`config.mk`:
```
export PLATFORM = sky130hd
export DESIGN_NAME = decode_stage_flat
export DESIGN_NICKNAME = d
export VERILOG_FILES = /design/src/rtl/decode_if.sv /design/src/rtl/decode_stage.sv /design/src/flat_wrapper.sv
export SDC_FILE = /design/constraint.sdc
export NUM_CORES = 1
export LEC_CHECK = 0
export CAP_MARGIN = 20
export CORE_MARGIN = 4
export CORE_UTILIZATION = 51
export CTS_CLUSTER_DIAMETER = 150
export DETAILED_ROUTE_END_ITERATION = 10
export GPL_TIMING_DRIVEN = 0
export PLACE_DENSITY = 0.95
export REMOVE_ABC_BUFFERS = 1
export SLEW_MARGIN = 20
export SYNTH_ARGS = -nofsm -noshare
export SYNTH_HDL_FRONTEND = slang
export SYNTH_SLANG_ARGS = --single-unit
```
`constraint.sdc`:
```
create_clock -name clk -period 10 [get_ports clk]
set_input_delay 2 -clock clk [delete_from_list [all_inputs] [get_ports clk]]
set_output_delay 2 -clock clk [all_outputs]
set_load 0.005 [all_outputs]
```
`src/rtl/decode_if.sv`:
```
// decode_if: upstream instruction and downstream decoded-entry handshake bundle
interface decode_if #(
  parameter int INSTR_W = 32,
  parameter int PC_W    = 32,
  parameter int DEPTH   = 2
);
  logic                     in_valid;
  logic                     in_ready;
  logic [INSTR_W-1:0]       in_instr;
  logic [PC_W-1:0]          in_pc;
  logic                     out_valid;
  logic                     out_ready;
  logic [4:0]               out_rs;
  logic [4:0]               out_rt;
  logic [4:0]               out_rd;
  logic [4:0]               out_shamt;
  logic [5:0]               out_opcode;
  logic [5:0]               out_funct;
  logic [31:0]              out_imm;
  logic [PC_W-1:0]          out_jtarget;
  logic [PC_W-1:0]          out_pc;
  logic [1:0]               out_class;
  logic [$clog2(DEPTH):0]   out_count;
  modport master (
    output in_valid, in_instr, in_pc, out_ready,
    input  in_ready, out_valid, out_rs, out_rt, out_rd, out_shamt, out_opcode,
           out_funct, out_imm, out_jtarget, out_pc, out_class, out_count
  );
  modport slave (
    input  in_valid, in_instr, in_pc, out_ready,
    output in_ready, out_valid, out_rs, out_rt, out_rd, out_shamt, out_opcode,
           out_funct, out_imm, out_jtarget, out_pc, out_class, out_count
  );
endinterface

```
`src/rtl/decode_stage.sv`:
```
// decode_stage: decodes instructions on entry and queues decoded entries for downstream
module decode_stage #(
  parameter int INSTR_W = 32,
  parameter int PC_W    = 32,
  parameter int DEPTH   = 2
) (
  input  logic        clk,
  input  logic        rst,
  input  logic        flush,
  decode_if.slave     bus,
  output logic [31:0] retired
);
  localparam int AW = $clog2(DEPTH);
  localparam int CW = AW + 1;
  if (INSTR_W != 32) begin : g_bad_instr_w
    $error("decode_stage: INSTR_W must be 32");
  end
  if (PC_W < 28) begin : g_bad_pc_w
    $error("decode_stage: PC_W must be at least 28");
  end
  if (DEPTH < 2 || (DEPTH & (DEPTH - 1)) != 0) begin : g_bad_depth
    $error("decode_stage: DEPTH must be a power of two and at least 2");
  end
  typedef struct packed {
    logic [4:0]      rs;
    logic [4:0]      rt;
    logic [4:0]      rd;
    logic [4:0]      shamt;
    logic [5:0]      opcode;
    logic [5:0]      funct;
    logic [31:0]     imm;
    logic [PC_W-1:0] jtarget;
    logic [PC_W-1:0] pc;
    logic [1:0]      cls;
  } entry_t;
  entry_t          mem_q [DEPTH];
  entry_t          dec;
  entry_t          head;
  logic [AW-1:0]   wptr_q, wptr_d, rptr_q, rptr_d;
  logic [CW-1:0]   count_q, count_d;
  logic [31:0]     retired_q, retired_d;
  logic [PC_W-1:0] pc4;
  logic            push, pop;
  // Upper jump-target bits come from PC+4; the low 28 bits are the shifted index.
  localparam logic [PC_W-1:0] HI_MASK = ~PC_W'(28'hFFF_FFFF);
  always_comb begin
    pc4         = bus.in_pc + PC_W'(4);
    dec.opcode  = bus.in_instr[31:26];
    dec.rs      = bus.in_instr[25:21];
    dec.rt      = bus.in_instr[20:16];
    dec.rd      = bus.in_instr[15:11];
    dec.shamt   = bus.in_instr[10:6];
    dec.funct   = bus.in_instr[5:0];
    dec.imm     = (bus.in_instr[31:28] == 4'b0011) ? {16'b0, bus.in_instr[15:0]}
                                                   : {{16{bus.in_instr[15]}}, bus.in_instr[15:0]};
    dec.jtarget = (pc4 & HI_MASK) | PC_W'({bus.in_instr[25:0], 2'b00});
    dec.pc      = bus.in_pc;
    dec.cls     = (bus.in_instr[31:26] == 6'h00) ? 2'b00 :
                  (bus.in_instr[31:27] == 5'b00001) ? 2'b10 : 2'b01;
  end
  assign bus.in_ready  = !rst && (count_q != CW'(DEPTH));
  assign bus.out_valid = (count_q != '0);
  assign push          = bus.in_valid && bus.in_ready && !flush;
  assign pop           = bus.out_valid && bus.out_ready && !flush;
  always_comb begin
    wptr_d    = flush ? '0 : wptr_q + AW'(push);
    rptr_d    = flush ? '0 : rptr_q + AW'(pop);
    count_d   = flush ? '0 : count_q + CW'(push) - CW'(pop);
    retired_d = retired_q + 32'(pop);
  end
  always_ff @(posedge clk) begin
    if (rst) begin
      wptr_q    <= '0;
      rptr_q    <= '0;
      count_q   <= '0;
      retired_q <= '0;
    end else begin
      wptr_q    <= wptr_d;
      rptr_q    <= rptr_d;
      count_q   <= count_d;
      retired_q <= retired_d;
    end
  end
  always_ff @(posedge clk) begin
    if (push) mem_q[wptr_q] <= dec;
  end
  assign head            = bus.out_valid ? mem_q[rptr_q] : '0;
  assign bus.out_rs      = head.rs;
  assign bus.out_rt      = head.rt;
  assign bus.out_rd      = head.rd;
  assign bus.out_shamt   = head.shamt;
  assign bus.out_opcode  = head.opcode;
  assign bus.out_funct   = head.funct;
  assign bus.out_imm     = head.imm;
  assign bus.out_jtarget = head.jtarget;
  assign bus.out_pc      = head.pc;
  assign bus.out_class   = head.cls;
  assign bus.out_count   = count_q;
  assign retired         = retired_q;
endmodule

```
`src/flat_wrapper.sv`:
```
// flat-port wrapper written by rule: the top's interface ports become plain ports
module decode_stage_flat 
#(
  parameter int INSTR_W = 32,
  parameter int PC_W    = 32,
  parameter int DEPTH   = 2
)
  (clk, rst, flush, retired, bus_in_valid, bus_in_instr, bus_in_pc, bus_out_ready, bus_in_ready, bus_out_valid, bus_out_rs, bus_out_rt, bus_out_rd, bus_out_shamt, bus_out_opcode, bus_out_funct, bus_out_imm, bus_out_jtarget, bus_out_pc, bus_out_class, bus_out_count);
  decode_if #(.INSTR_W(INSTR_W), .PC_W(PC_W), .DEPTH(DEPTH)) bus_i ();
  input  logic clk;
  input  logic rst;
  input  logic flush;
  output logic [31:0] retired;
  input wire logic [$bits(bus_i.in_valid)-1:0] bus_in_valid;
  input wire logic [$bits(bus_i.in_instr)-1:0] bus_in_instr;
  input wire logic [$bits(bus_i.in_pc)-1:0] bus_in_pc;
  input wire logic [$bits(bus_i.out_ready)-1:0] bus_out_ready;
  output wire logic [$bits(bus_i.in_ready)-1:0] bus_in_ready;
  output wire logic [$bits(bus_i.out_valid)-1:0] bus_out_valid;
  output wire logic [$bits(bus_i.out_rs)-1:0] bus_out_rs;
  output wire logic [$bits(bus_i.out_rt)-1:0] bus_out_rt;
  output wire logic [$bits(bus_i.out_rd)-1:0] bus_out_rd;
  output wire logic [$bits(bus_i.out_shamt)-1:0] bus_out_shamt;
  output wire logic [$bits(bus_i.out_opcode)-1:0] bus_out_opcode;
  output wire logic [$bits(bus_i.out_funct)-1:0] bus_out_funct;
  output wire logic [$bits(bus_i.out_imm)-1:0] bus_out_imm;
  output wire logic [$bits(bus_i.out_jtarget)-1:0] bus_out_jtarget;
  output wire logic [$bits(bus_i.out_pc)-1:0] bus_out_pc;
  output wire logic [$bits(bus_i.out_class)-1:0] bus_out_class;
  output wire logic [$bits(bus_i.out_count)-1:0] bus_out_count;
  assign bus_i.in_valid = bus_in_valid;
  assign bus_i.in_instr = bus_in_instr;
  assign bus_i.in_pc = bus_in_pc;
  assign bus_i.out_ready = bus_out_ready;
  assign bus_in_ready = bus_i.in_ready;
  assign bus_out_valid = bus_i.out_valid;
  assign bus_out_rs = bus_i.out_rs;
  assign bus_out_rt = bus_i.out_rt;
  assign bus_out_rd = bus_i.out_rd;
  assign bus_out_shamt = bus_i.out_shamt;
  assign bus_out_opcode = bus_i.out_opcode;
  assign bus_out_funct = bus_i.out_funct;
  assign bus_out_imm = bus_i.out_imm;
  assign bus_out_jtarget = bus_i.out_jtarget;
  assign bus_out_pc = bus_i.out_pc;
  assign bus_out_class = bus_i.out_class;
  assign bus_out_count = bus_i.out_count;
  decode_stage #(.INSTR_W(INSTR_W), .PC_W(PC_W), .DEPTH(DEPTH)) u_core (.clk(clk), .rst(rst), .flush(flush), .bus(bus_i), .retired(retired));
endmodule
```
Yosys cells after proc, flatten, opt, wreduce, memory -nomap -nowiden
Memory sizes are Yosys's and may differ from the RTL's. A register that Yosys moved wholly into a read port is not among the register bits.
Index checks and enable logic that the tools add are counted.
{"block": "op_classes", "n_addsub": 6, "n_reduce_logical": 10, "mux": 7, "n_bitwise": 1, "n_eq_ne": 3}
{"cell": "130-bit 2-to-1 mux", "n": 1}
{"cell": "32-bit by 1-bit adder with 32-bit output", "n": 1}
{"cell": "32-bit by 3-bit adder with 32-bit output (second input constant)", "n": 1}
{"cell": "32-bit 2-to-1 mux", "n": 1}
{"cell": "32-bit by 28-bit bitwise OR with 32-bit output", "n": 1}
{"cell": "6-bit logical NOT", "n": 1}
{"cell": "5-bit by 1-bit == test with 1-bit output (second input constant)", "n": 1}
{"cell": "1-bit logical AND", "n": 5}
{"cell": "4-bit by 2-bit == test with 1-bit output (second input constant)", "n": 1}
{"cell": "2-bit 2-to-1 mux", "n": 2}
{"cell": "1-bit 2-to-1 mux", "n": 3}
{"cell": "1-bit adder", "n": 2}
{"cell": "2-bit by 1-bit adder with 2-bit output", "n": 1}
{"cell": "1-bit logical NOT", "n": 2}
{"cell": "2-bit != test (second input constant)", "n": 1}
{"cell": "2-bit nonzero test", "n": 1}
{"cell": "2-bit OR reduction", "n": 1}
{"cell": "2-bit by 1-bit subtractor with 2-bit output", "n": 1}
{"block": "word_totals", "inputBits": 69, "n_memories": 1, "mem_bits_rw": 260, "regBits": 36, "word_cells": 32, "output_inout_bits": 166}
{"memory": "u_core.mem_q", "words": 2, "word_bits": 130, "read_ports": 1, "rd_clocked_by_memory_dff": 1, "write_ports": 1, "line": "decode_stage.sv:36", "source": "entry_t mem_q [DEPTH];"}

Depth between registers and ports, before layout
Gate-level depths: netlist (run 1).
{"block": "logic_depth", "ltp_word": 6, "ltp_mapped": 11, "depth_no_buf": 10}

Worst setup path after synthesis (run 1)
Ideal clock, no wire load.
{"block": "synth_timing", "path_type": "input to register", "startpoint": "in rst", "endpoint": "mem u_core.mem_q[1][0] in the netlist's numbering, enable pin", "stages": 3, "required_time_ns": 9.563, "slack_ns": 5.111, "setup_time_ns": 0.437, "t_arrival_ns": 4.452, "path_buffers": 1, "path_cell_list": "clkbuf_1 nor4b_1 ha_1"}
{"block": "synth_between", "elab_chain_cells": 6}
{"element": "from (decl)", "line": "flat_wrapper.sv:11", "source": "input logic rst;"}
{"element": "1-bit logical NOT", "line": "decode_stage.sv:61", "source": "assign bus.in_ready = !rst && (count_q != CW'(DEPTH));"}
{"element": "1-bit logical AND", "line": "decode_stage.sv:61"}
{"element": "1-bit logical AND (2 in a row)", "line": "decode_stage.sv:63", "source": "assign push = bus.in_valid && bus.in_ready && !flush;"}
{"element": "1-bit 2-to-1 mux", "line": "decode_stage.sv:85", "source": "if (push) mem_q[wptr_q] <= dec;"}
{"element": "1-bit 2-to-1 mux (implied by the code)", "line": "decode_stage.sv:85"}
{"element": "to (decl)", "line": "decode_stage.sv:36"}
No other way between the ends.

Worst setup path in the final report (run 1)
{"block": "layout_timing", "startpoint": "in rst", "endpoint": "out bus_in_ready"}
{"block": "layout_between", "elab_chain_cells": 2}
{"element": "1-bit logical NOT", "line": "decode_stage.sv:61"}
{"element": "1-bit logical AND", "line": "decode_stage.sv:61"}
{"element": "to (decl)", "line": "flat_wrapper.sv:18", "source": "output wire logic [$bits(bus_i.in_ready)-1:0] bus_in_ready;"}
No other way between the ends.

==> results of run 1 <==
[cell usage in the layout, fill, tap and decap left out, types with 3 or more instances in the layout]
cell type / Yosys / routed
a21oi_1: 19 / 19
ha_1: 6 / 4
or3_1: 10 / 10
clkdlybuf4s50_1: 0 / 231
mux2i_1: 71 / 71
xnor2_1: 14 / 14
nor2_1: 86 / 85
o21ai_0: 12 / 12
and3_1: 3 / 3
xor2_1: 4 / 4
nand4_1: 13 / 13
nor4_1: 6 / 6
clkbuf_16: 0 / 17
buf_16: 0 / 6
clkinv_4: 0 / 4
or4_1: 9 / 9
dfxtp_1: 36 / 35
inv_1: 10 / 10
nand3_1: 13 / 13
edfxtp_1: 142 / 142
nor2b_1: 3 / 3
nand2_1: 13 / 13
nor3_1: 7 / 7
o31ai_1: 8 / 8
clkinvlp_4: 0 / 3
[where the power goes]
group          total (mW)  switching, mW  internal, mW
clock               0.652          0.279         0.373
combinational      0.0896         0.0378        0.0519
sequential          0.813        0.00374         0.809
[how the worst min path moves through the flow]
| stage | start | end | slack [ns] |
|---|---|---|---|
| after floorplan | u_core.retired[31]$_SDFF_PP0_ | u_core.retired[31]$_SDFF_PP0_ | 0.46 |
| after global placement | u_core.retired[31]$_SDFF_PP0_ | u_core.retired[31]$_SDFF_PP0_ | 0.47 |
| after detailed placement | u_core.retired[31]$_SDFF_PP0_ | u_core.retired[31]$_SDFF_PP0_ | 0.48 |
| after CTS | u_core.retired[31]$_SDFF_PP0_ | u_core.retired[31]$_SDFF_PP0_ | 0.49 |
| after global routing | u_core.retired[31]$_SDFF_PP0_ | u_core.retired[31]$_SDFF_PP0_ | 0.52 |
| final | u_core.retired[31]$_SDFF_PP0_ | u_core.retired[31]$_SDFF_PP0_ | 0.49 |
[cells by family after synthesis]
logic type	count (synthesis)
flops	178
simple gates	173
buf+inv	93
mux	71
compound gates	40
xor+xnor	18
fa+ha+maj	6
other cells	1
[registers in the layout, indices dropped and copies added, names as in the netlist]
name,count
u_core.mem_q,142
u_core.wptr_q,1
u_core.retired,32
u_core.bus.out_count,2
u_core.rptr_q,1
[worst max-delay path: cells and delay by family]
family | cells | cell delay [ns]
buffers and inverters | 2 | 1.02
AND/OR/NAND/NOR | 1 | 0.11
[Yosys cell counts (2+ instances only)]
library cell,number,share of area
buf_1,5,0.0025
nor3_1,7,0.0046
buf_4,60,0.059
ha_1,6,0.0099
nor4_1,6,0.0050
buf_2,2,0.0013
o31ai_1,8,0.0079
clkbuf_1,16,0.0079
mux2i_1,71,0.094
and3_1,3,0.0025
nor2b_1,3,0.0025
or4_1,9,0.0089
a21oi_1,19,0.013
nand3b_1,2,0.0020
or3_1,10,0.0083
xnor2_1,14,0.016
xor2_1,4,0.0046
and2_1,2,0.0017
nand2_1,13,0.0064
nand3_1,13,0.0086
edfxtp_1,142,0.56
nor2_1,86,0.043
inv_1,10,0.0050
nand4_1,13,0.011
o21ai_0,12,0.0079
dfxtp_1,36,0.095
[final cells by class]
type | count | area [µm²] | area share
Sequential cell | 178 | 4990 | 0.481
Timing Repair Buffer | 238 | 2480 | 0.239
Multi-Input combinational cell | 310 | 2050 | 0.198
Clock buffer | 19 | 433 | 0.0417
Tap cell | 184 | 230 | 0.0222
Clock inverter | 13 | 154 | 0.0148
Inverter | 10 | 37.5 | 0.00362
[through the flow]
step | total power [mW] | utilization | hold slack, ns | area [µm²]
after global placement | 0.912 | 0.660 | 0.466 | 9590
after CTS | 1.57 | 0.714 | 0.487 | 10400
final | 1.55 | 0.714 | 0.488 | 10400
after detailed placement | 0.918 | 0.673 | 0.476 | 9790
after global routing | 1.61 | 0.714 | 0.523 | 10400
after floorplan | 0.851 | - | 0.462 | 7040
[per-layer routing]
layer  vias to the layer above  GRT usage
li1                       2408          -
met1                      2514      0.261
met2                       250      0.377
met3                        27     0.0598
met4                         0     0.0782
met5                         -          0
==> results_dict.tcl, run 1 <==
set metrics [dict create \
    ctsHoldBuffers 0 \
    cts-root-buf "clkbuf_16" \
    finalHoldViolCount 0 \
    synth_mux_area_frac 0.0939 \
    firstDrtPassIters 4 \
    numClockSinks 178 \
    cts_tree "yes" \
    fmax_ghz 0.195 \
    cellLeakagePower_nw 3.26 \
    finalSetupTns_ns 0 \
    wl_per_cell_um 19.2 \
    yosys.cell_types.count 34 \
    wl_met1_um 6990 \
    synth-simple-area-share 0.111 \
    synth_xor_area_frac 0.0208 \
    setup_violations 0 \
    dieWidth_um 130 \
    dr.max_layer_used "met4" \
    synth_seq_area_share 0.658 \
    start_util 0.521 \
    r2r_slack_ns 6.87 \
    grt_pass1_vias 5107 \
    crit_path_end "bus_in_ready" \
    drv_cap 0 \
    area_delta_synth_final_pct 37.1 \
    fillers 932 \
    fin_crit_sh 0.514 \
    synth-edff-count 142 \
    synth_top_family_by_area "simple AND/OR/NAND/NOR gates" \
    postCtsSetupRepairBufs 0 \
    drive_gt1_frac 0.0586 \
    antenna_found_initial 0 \
    status "finished, final reports clean" \
    maxSlewHeadroom 0.446 \
    clkLatencyLatePin_ns 0.42 \
    vdd_ir_drop_max_uv 105 \
    finalMaxSlewViolations 0 \
    skew_ns 0.0114 \
    nets 830 \
    crit_fanout 38 \
    rows 44 \
    num_antenna_cells 0 \
    vias 5199 \
    setup.worst_path.end_class "primary output" \
    min_period_ns 5.14 \
    start_kind "input port" \
    place_ws_ns 4.87 \
    fin_ws_ns 4.86 \
    hp-class "reg2reg" \
    wl_met2_um 9410 \
    final_cells 952 \
    grt_start_max_net_pins 46 \
    worstPathRequired_ns 8.00 \
    cp_slowest_cell "buf_2" \
    crit_path_start "rst" \
    viasPerCell 5.46 \
    dieArea_um2 16900 \
    ys_ff_latch 178 \
    drtIter0Drc 397 \
    grt_pass1_wl_um 27900 \
    clock_path_buffers 2 \
    r2r_end "u_core.retired[26]$_SDFF_PP0_" \
    holdPathStages 2 \
    place_hpwl_um 12400 \
    worst_r2r_path_depth 10 \
    met3_length_um 1550 \
    synthAdderAreaFrac 0.00991 \
    rsz0062_at_grt "no" \
    p_per_area_nw_per_um2 150 \
    numCtsBuffers 17 \
    worstSetupPathType "in2out" \
    r2r-start "u_core.bus.out_count[1]$_SDFF_PP0_" \
    ctsResizeCount 0 \
    die_y_um 130 \
    syn_avg_cell_area_um2 13.1 \
    port_buffers 232 \
    synth_compound_area_frac 0.0296 \
    track_usage 0.217 \
    worstPathCellList "buf_2 -> nor2_1 -> clkdlybuf4s50_1" \
    drtAntennaViolNets 0 \
    htree_levels 4 \
    io_pins 235 \
    tightestPinTransition_ns 0.824 \
    clk_pin_slew_ns 0.06 \
    place_inst 920 \
    syn_area_um2 7570 \
    async_flop_share 0 \
    remaining_drc_errors 0 \
    routabilityCongestion 0.809 \
    wl_um 18300 \
    core-area_um2 14500 \
    critical_path_arrival_ns 3.14 \
    slowest_delay_ns 0.55 \
    postSynthCellCount 580 \
    yosysWarnings 0 \
    synth-main-ff-cell "edfxtp_1" \
    grt_overflow 0 \
]
(Power assumes the default switching activity.)
==> run 2: changes to the inputs <==
- CORE_UTILIZATION: 51 -> 42
- PLACE_DENSITY: 0.95 -> 0.85
- clock period: 10 -> 4.7 ns (I/O delays scaled with it)
==> run 2 against run 1 <==
Sequential share of layout area down 0.052 points. Via count is 4.2% lower. Register-to-register slack got worse by 5.3 ns. Hold slack hardly changed. Final cell count rose by 4.2%. Routed wire length decreased by 8.6%. Clock skew fell by 0.0027 ns. Total power is 120% higher.
==> results_dict.tcl, run 2 (synthesis results as in run 1) <==
set metrics [dict create \
    finalSetupTns_ns 0 \
    viasPerCell 5.02 \
    status "finished, final reports clean" \
    worstSetupPathType "reg2out" \
    fin_total_pwr_mw 3.35 \
    p_int_mw 2.69 \
    worstPathRequired_ns 3.76 \
    drtIter0Drc 182 \
    core-area_um2 17500 \
    clkLatencyLatePin_ns 0.42 \
    htree_levels 4 \
    power_frac_seq 0.516 \
    postCtsSetupRepairBufs 0 \
    worst_r2r_path_depth 10 \
    pwr-share-comb 0.054 \
    vias 4983 \
    fmax_ghz 0.270 \
    grt_pass1_vias 5129 \
    slowest_delay_ns 0.81 \
    critical_path_arrival_ns 2.76 \
    cp_slowest_cell "dfxtp_4" \
    maxSlewHeadroom 0.282 \
    setup_violations 0 \
    area_delta_synth_final_pct 37.2 \
    setup.worst_path.end_class "primary output" \
    largest_reg_flops 142 \
    finalHoldViolCount 0 \
    ctsResizeCount 0 \
    seqCellArea_um2 4990 \
    numCtsBuffers 17 \
    drv_cap 0 \
    skew_ns 0.00873 \
    crit_fanout 39 \
    firstDrtPassIters 4 \
    start_kind "register" \
    antenna_found_initial 2 \
    grt_start_max_net_pins 41 \
    vdd_ir_drop_max_uv 245 \
    hp-class "reg2reg" \
    routabilityCongestion 0.858 \
    min_to "u_core.retired[31]$_SDFF_PP0_" \
    p_sw_frac 0.198 \
    rows 48 \
    remaining_drc_errors 0 \
    final_common_cell "clkdlybuf4s50_1" \
    numClockSinks 178 \
    nets 829 \
    top_register "u_core.mem_q" \
    path_buf_inv 1 \
    worstPathCellList "mux2i_1 -> nor2_1 -> clkdlybuf4s50_1" \
    dieWidth_um 142 \
    r2r-start "u_core.bus.out_count[1]$_SDFF_PP0_" \
    multi_input_comb_area_um2 2050 \
    layout_common_cells "231 x clkdlybuf4s50_1, 142 x edfxtp_1, 85 x nor2_1, 71 x mux2i_1, 35 x dfxtp_1" \
    io_pins 235 \
    utilization 0.595 \
    tightestPinTransition_ns 1.06 \
    fin_crit_sh 0.788 \
    start_util 0.433 \
    cellLeakagePower_nw 3.24 \
    crit_path_start "u_core.rptr_q$_SDFF_PP0_" \
    die_y_um 142 \
    drive_gt1_frac 0.0548 \
    finalMaxSlewViolations 0 \
    grt_pass1_wl_um 26700 \
    place_hpwl_um 11800 \
    r2r_end "u_core.retired[28]$_SDFF_PP0_" \
    num_antenna_cells 0 \
    cts-root-buf "clkbuf_16" \
    wl_per_cell_um 16.9 \
    r2r_slack_ns 1.56 \
    drtAntennaViolNets 0 \
    wl_um 16700 \
    holdPathStages 2 \
    port_buffers 232 \
    min_period_ns 3.70 \
    clk_pin_slew_ns 0.07 \
    hold_start "u_core.retired[31]$_SDFF_PP0_" \
    ctsHoldBuffers 0 \
    cts_tree "yes" \
    p_clk_frac 0.429 \
    crit_family "flip-flops" \
    track_usage 0.168 \
    rsz0062_at_grt "no" \
    clock_path_buffers 2 \
    p_per_area_nw_per_um2 322 \
    p_switching_mw 0.662 \
    dieArea_um2 20200 \
    grt_overflow 0 \
    fillers 1369 \
]
==> run 2: cell count changes in the layout (fill, tap and decap cells not counted), sizes merged <==
cell    before  now
clkinv       5    3
inv         13   12
bufinv       2    3
clkbuf      19   21
buf          7    6
==> run 2: how the worst max path moves through the flow <==
stage	slack, ns	to	cells after the start
4_1_cts	0.92	bus_out_imm[20]	3
5_1_grt	0.77	bus_out_imm[25]	3
6_report	1.0	bus_out_imm[23]	3
3_5_place_dp	0.83	u_core.retired[28]$_SDFF_PP0_	8
2_1_floorplan	-0.09	bus_out_imm[16]	2
3_3_place_gp	-2.50	bus_out_imm[19]	3
==> run 2: routing by layer <==
metal	wire (µm)	global-route usage
met5	26	0
met4	257	0.0540
met3	1660	0.0709
met2	8250	0.285
met1	6530	0.194
==> run 2: per-stage QoR <==
step / area (µm²) / setup WS [ns] / hold WS, ns / instances
2_1_floorplan: 7040 / -0.0918 / 0.462 / 498
4_1_cts: 10400 / 0.922 / 0.490 / 992
3_5_place_dp: 9790 / 0.831 / 0.483 / 960
5_1_grt: 10400 / 0.769 / 0.527 / 992
6_report: 10400 / 0.997 / 0.488 / 992
3_3_place_gp: 9640 / -2.50 / 0.461 / 955
==> run 2: final cells by class <==
cell class | instances | area share
clock buffers | 21 | 0.0434
clock inverters | 11 | 0.0147
inverters | 10 | 0.00361
multi-input cells | 310 | 0.197
flip-flops and latches | 178 | 0.480
well taps | 225 | 0.0271
repair buffers | 237 | 0.234
==> run 2: worst reg2reg max path, cell delays in order, from the launching register on <==
cell and delay [ns]:
dfxtp_1 0.44, nor2_4 0.16, inv_1 0.10, nand2_1 0.09
nor2_1 0.18, ha_1 0.23, ha_1 0.24, nand4_2 0.23
or4_1 0.67, or4_1 0.58, a21oi_1 0.15
==> run 2: power by group through the flow <==
stage          sequential, mW  combinational, mW  clock (mW)
2_1_floorplan            1.77             0.0453           0
3_3_place_gp             1.77              0.175           0
3_5_place_dp             1.76              0.184           0
4_1_cts                  1.73              0.185        1.47
5_1_grt                  1.73              0.198        1.55
6_report                 1.73              0.182        1.44
